==> config.mk <==
export PLATFORM = sky130hd
export DESIGN_NAME = systolic_result_drain
export DESIGN_NICKNAME = d
export VERILOG_FILES = /design/src/rtl/systolic_result_drain.sv
export SDC_FILE = /design/constraint.sdc
export NUM_CORES = 1
export LEC_CHECK = 0
export BUFFER_PORTS_ARGS = -buffer_cell sky130_fd_sc_hd__buf_2
export CORE_MARGIN = 2
export CORE_UTILIZATION = 49
export CTS_CLUSTER_SIZE = 30
export DETAILED_ROUTE_END_ITERATION = 6
export PLACE_DENSITY = 0.76
export SETUP_SLACK_MARGIN = 0.02
export SLEW_MARGIN = 15
export SYNTH_ARGS = -nofsm -noshare
export SYNTH_HDL_FRONTEND = slang
export SYNTH_SLANG_ARGS = --single-unit
==> constraint.sdc <==
create_clock -name clk_i -period 2.1 [get_ports clk_i]
set_input_delay 0.105 -clock clk_i [delete_from_list [all_inputs] [get_ports clk_i]]
set_output_delay 0.105 -clock clk_i [all_outputs]
set_load 0.05 [all_outputs]
==> src/rtl/systolic_result_drain.sv <==
// Snapshots NUM_PE accumulators on cap_valid_i and drains them LSB-first over an 8-bit valid/ready stream.
// Optional header byte {4'hA, seq} per frame when SYSTOLIC_DRAIN_HEADER_EN is defined.
module systolic_result_drain #(
    parameter int NUM_PE = 4,
    parameter int ACC_W  = 16
) (
    input  logic                      clk_i,
    input  logic                      rst_i,
    input  logic                      cap_valid_i,
    input  logic [NUM_PE*ACC_W-1:0]   acc_flat_i,
    input  logic                      out_ready_i,
    input  logic                      clr_overflow_i,
    output logic [7:0]                out_data_o,
    output logic                      out_valid_o,
    output logic                      out_last_o,
    output logic                      busy_o,
    output logic                      overflow_o
);

    localparam int BYTES = NUM_PE * ACC_W / 8;
`ifdef SYSTOLIC_DRAIN_HEADER_EN
    localparam int TOT = BYTES + 1;
`else
    localparam int TOT = BYTES;
`endif
    localparam int IDX_W = (TOT > 1) ? $clog2(TOT) : 1;
    localparam logic [IDX_W-1:0] LAST_IDX = IDX_W'(TOT - 1);

    localparam logic [0:0] S_IDLE = 1'b0;
    localparam logic [0:0] S_SEND = 1'b1;

    logic [0:0]              state_q, state_d;
    logic [IDX_W-1:0]        idx_q, idx_d;
    logic [NUM_PE*ACC_W-1:0] snap_q, snap_d;
    logic [7:0]              data_q, data_d;
    logic                    last_q, last_d;
    logic                    ovf_q, ovf_d;
`ifdef SYSTOLIC_DRAIN_HEADER_EN
    logic [3:0]              seq_q, seq_d;
`endif

    logic             hs, last_hs, load, advance;
    logic [IDX_W-1:0] sel;

    always_comb begin
        hs      = (state_q == S_SEND) && out_ready_i;
        last_hs = hs && (idx_q == LAST_IDX);
        load    = cap_valid_i && ((state_q == S_IDLE) || last_hs);
        advance = hs && !last_hs;

        state_d = state_q;
        idx_d   = idx_q;
        snap_d  = snap_q;
        data_d  = data_q;
        last_d  = last_q;
        ovf_d   = ovf_q;
`ifdef SYSTOLIC_DRAIN_HEADER_EN
        seq_d   = seq_q;
        // Stream index 0 is the header, so data byte for next index equals current index.
        sel     = idx_q;
`else
        sel     = idx_q + IDX_W'(1);
`endif

        // Output byte is only recomputed on load/advance, which keeps it stable through stalls.
        if (load) begin
            state_d = S_SEND;
            idx_d   = '0;
            snap_d  = acc_flat_i;
`ifdef SYSTOLIC_DRAIN_HEADER_EN
            data_d  = {4'hA, seq_q};
            seq_d   = seq_q + 4'd1;
`else
            data_d  = acc_flat_i[7:0];
`endif
            last_d  = (TOT == 1);
        end else if (advance) begin
            idx_d  = idx_q + IDX_W'(1);
            data_d = 8'(snap_q >> {sel, 3'b000});
            last_d = ((idx_q + IDX_W'(1)) == LAST_IDX);
        end else if (last_hs) begin
            state_d = S_IDLE;
            idx_d   = '0;
            data_d  = '0;
            last_d  = 1'b0;
        end

        // A capture that cannot be accepted sets the sticky flag; setting beats clearing.
        if (cap_valid_i && (state_q == S_SEND) && !last_hs) begin
            ovf_d = 1'b1;
        end else if (clr_overflow_i) begin
            ovf_d = 1'b0;
        end
    end

    always_ff @(posedge clk_i or posedge rst_i) begin
        if (rst_i) begin
            state_q <= S_IDLE;
            idx_q   <= '0;
            snap_q  <= '0;
            data_q  <= '0;
            last_q  <= 1'b0;
            ovf_q   <= 1'b0;
`ifdef SYSTOLIC_DRAIN_HEADER_EN
            seq_q   <= '0;
`endif
        end else begin
            state_q <= state_d;
            idx_q   <= idx_d;
            snap_q  <= snap_d;
            data_q  <= data_d;
            last_q  <= last_d;
            ovf_q   <= ovf_d;
`ifdef SYSTOLIC_DRAIN_HEADER_EN
            seq_q   <= seq_d;
`endif
        end
    end

    assign out_data_o  = data_q;
    assign out_valid_o = (state_q == S_SEND);
    assign out_last_o  = last_q;
    assign busy_o      = (state_q == S_SEND);
    assign overflow_o  = ovf_q;

endmodule

==> metrics.md <==
| Metric | Value |
|---|---|
| Pin count of the biggest net entering global routing | 79 |
| Routed Antenna Nets | 0 |
| I/O Pins | 81 |
| Row count | 32 |
| Critical Path Most Common Cell | ha_1 |
| Port-buffer cells | 80 |
| Met3 Track Usage GR | 0.0371 |
| RePlAce Congestion | 0.770 |
| First-pass GRT wire length | 12,600 µm |
| Post-Route WL | 8010 µm |
| WP buf/inv | 1 |
| Status | finished, final reports clean |
| GRT Total Usage | 0.191 |
| Vias in the first global route | 2,483 |
| Hpwl dp | 5040 µm |
| Ant. Diodes | 0 |
| Hold/Removal Path Class | in2reg |
| Sequential Power Share | 0.395 |
| Least-Margin Pin Slew | 0.448 ns |
| Nature of the critical path startpoint | flip-flop |
| Mapped Cells | between 200 and 250 |
| Synth warn | 0 |
| Post-CTS sizing | 0 |
| Worst path slowest cell | dfrtp_1 |
| Area growth from synthesis to layout | 29.4% |
| Vias/cell | 5.12 |
| Syn avg cell area | 16.9 µm² |
| Number of synthesized register bits | 78 |
| Yosys cell types | 31 |
| Starting Density | 0.504 |
| Vias | 2,413 |
| Logic pwr share | 0.418 |
| # nets final | roughly 440 |
| Die ar. | 0.00868 mm² |
| CP peak stage delay | 0.42 ns |
| H-tree lvl count | 3 |
| Setup Crit Path Kind | reg2reg |
| Post-CTS Setup Bufs | 0 |
| Number of fill cells | 531 |
| Cell area after synthesis | 0.00389 mm² |
| Max Buffers Root-to-Sink | 2 |
| Worst skew pair latency | 0.34 ns |
| Initial DRT Pass Iterations | 4 |
| Max FO, Critical Path | 32 |
| Sink Count | 78 |
| WL/cell | 17.0 µm |
| CTS Buf Count | 9 |
| WP data arrival | 2.18 ns |
| Layout cells sized above 1 | 0.501 |
| Die Ht | 93.1 µm |
| Crit path max-delay family | adder cells |
| CTS tree | done |
| PD cells | 1320 mW/mm² |
| Final period util | 0.936 |
| Slew Limit Fails | 0 |
| Clock power frac | 0.187 |
| MaxCap Viol Count | 0 |
| CP required | 2.32 ns |
| DRC | 0 |
| Layout Utilization | 0.652 |
| Min Clock Period, post-route | 1.97 ns |
| GR Layer Usage met1 | 0.263 |
| Clock Skew | 0.0100 ns |
| Post-Route Setup TNS | 0 ns |
| Initial DRC Count | roughly 100 |
| Clock transition at path regs | 0.08 ns |
| GR peak layer | met2 |
| CORE AREA | 0.00773 mm² |
| Max VDD drop | roughly 740 µV |
| Total power | 6.65 mW |
| GR Util met2 | 0.314 |
| Initial antenna violation count | 0 |
| Static Leak | 2.57 nW |
| Net switching power | 2.08 mW |
| Fmax | 0.509 GHz |
| CP Capture Type | flip-flop |
| Max_slew headroom | 0.701 |
| Sequential share of the synthesized area | 0.501 |
| Cts-stage hold buffer count | 48 |
| # setup viols final | 0 |
| Internal power | 4.57 mW |
| Post-Syn Nets | 303 |
| CTS root buf | clkbuf_8 |
| Final Hold Fails | 0 |
| Unrepaired setup endpoints after global routing | false |
| Overflow after GRT | 0 |
| Sw Share | 0.313 |
| Die X | 93.1 µm |
| Worst-path cell chain | ha_1, ha_1, a21boi_4, nand2b_4, buf_12, mux2_4 |
-- power groups by stage --
stage | sequential, mW | clock (mW) | combinational (mW)
after detailed placement | 2.64 | 0 | 2.70
after floorplan | 2.80 | 0 | 1.95
after global placement | 2.61 | 0 | 2.65
final | 2.62 | 1.25 | 2.78
after global routing | 2.71 | 1.33 | 2.97
after CTS | 2.62 | 1.27 | 2.78
-- per-layer routing --
metal / wire (µm) / share of wire
met5: 0 / 0
met4: 95 / 0.012
met3: 277 / 0.035
met2: 4070 / 0.51
met1: 3560 / 0.44
-- kinds of logic after synthesis --
family | count (synthesis) | synth area share
multiplexers | 83 | 0.351
flip-flops | 78 | 0.501
AO/OA/AOI/OAI | 32 | 0.0566
buffers and inverters | 20 | 0.0588
AND/OR/NAND/NOR | 15 | 0.0225
adder cells (fa/ha/maj) | 3 | 0.00964
-- cell usage after synthesis --
cell type,count,area (µm²)
or2_2,1,6.26
nand2_1,1,3.75
mux2_2,5,56.3
mux4_2,8,180
ha_1,3,37.5
a21bo_2,1,10.0
mux2_4,60,901
a21oi_1,16,80.1
a21boi_4,1,18.8
buf_12,8,160
or2b_1,1,7.51
nor2_1,9,33.8
mux2i_1,2,20.0
a22oi_2,1,12.5
mux4_1,8,210
a22o_1,2,17.5
dfrtp_1,78,1950
buf_6,2,22.5
and4b_1,1,10.0
a22o_2,1,10.0
a21o_1,1,7.51
buf_4,1,7.51
and4bb_2,1,12.5
a22oi_1,7,52.6
o21ai_0,1,5.00
o22ai_1,1,6.26
nand2b_4,1,13.8
clkbuf_2,1,5.00
inv_1,4,15.0
buf_2,3,15.0
buf_1,1,3.75
-- layout make-up --
| type | instances | area, µm² | share of cell area |
|---|---|---|---|
| Tap cell | 102 | 128 | 0.0253 |
| Clock buffer | 11 | 151 | 0.0300 |
| Timing Repair Buffer | 139 | 1010 | 0.200 |
| Clock inverter | 4 | 70.1 | 0.0139 |
| Multi-Input combinational cell | 133 | 1710 | 0.340 |
| Sequential cell | 78 | 1950 | 0.387 |
| Inverter | 4 | 18.8 | 0.00372 |
-- through the flow --
stage	area [µm²]	instances	hold slack (ns)	setup WS, ns
floorplan	3900	231	0.213	0.0991
global placement	4320	406	0.250	0.192
detailed placement	4320	406	0.252	0.141
CTS	5020	469	0.00254	0.136
global route	5040	471	0.000109	0.0452
finish	5040	471	0.00961	0.134
-- worst reg2reg max path, cell delays in order (launching register included) --
cell      delay [ns]
dfrtp_1         0.42
ha_1            0.19
ha_1            0.24
a21boi_4        0.18
nand2b_4        0.19
buf_12          0.26
mux2_4          0.36
-- state kept, by name (all words and copies together) (netlist names) --
| name | count |
|---|---|
| busy_o | 1 |
| idx_q | 3 |
| out_data_o | 8 |
| out_last_o | 1 |
| overflow_o | 1 |
| snap_q | 64 |
-- final timing paths --
path	from	to	slack, ns	cells past startpoint
setup / recovery	idx_q[1]$_DFFE_PP0P_	snap_q[7]$_DFFE_PP0P_	0.13	6
hold / removal	acc_flat_i[20]	snap_q[20]$_DFFE_PP0P_	0.01	2
setup reg to reg	idx_q[1]$_DFFE_PP0P_	snap_q[7]$_DFFE_PP0P_	0.13	6
hold reg to reg	idx_q[2]$_DFFE_PP0P_	idx_q[2]$_DFFE_PP0P_	0.50	1
max in group asynchronous	rst_i	snap_q[7]$_DFFE_PP0P_	1.34	4
min in group asynchronous	rst_i	snap_q[58]$_DFFE_PP0P_	0.41	4
-- placed cells by master, fill, tap and decap left out, types with 2 or more instances in the layout --
cell,Yosys,final
clkinv_2,0,2
mux4_1,8,8
buf_2,3,80
buf_4,1,6
a22o_1,2,2
a22oi_1,7,7
bufinv_16,0,2
mux2_2,5,5
ha_1,3,3
nor2_1,9,9
dlygate4sd3_1,0,50
inv_1,4,3
a21oi_1,16,16
mux4_2,8,8
dfrtp_1,78,78
mux2i_1,2,2
mux2_4,60,60
buf_12,8,3
clkbuf_8,0,11
No activity file was read; power rests on OpenSTA's default activity.
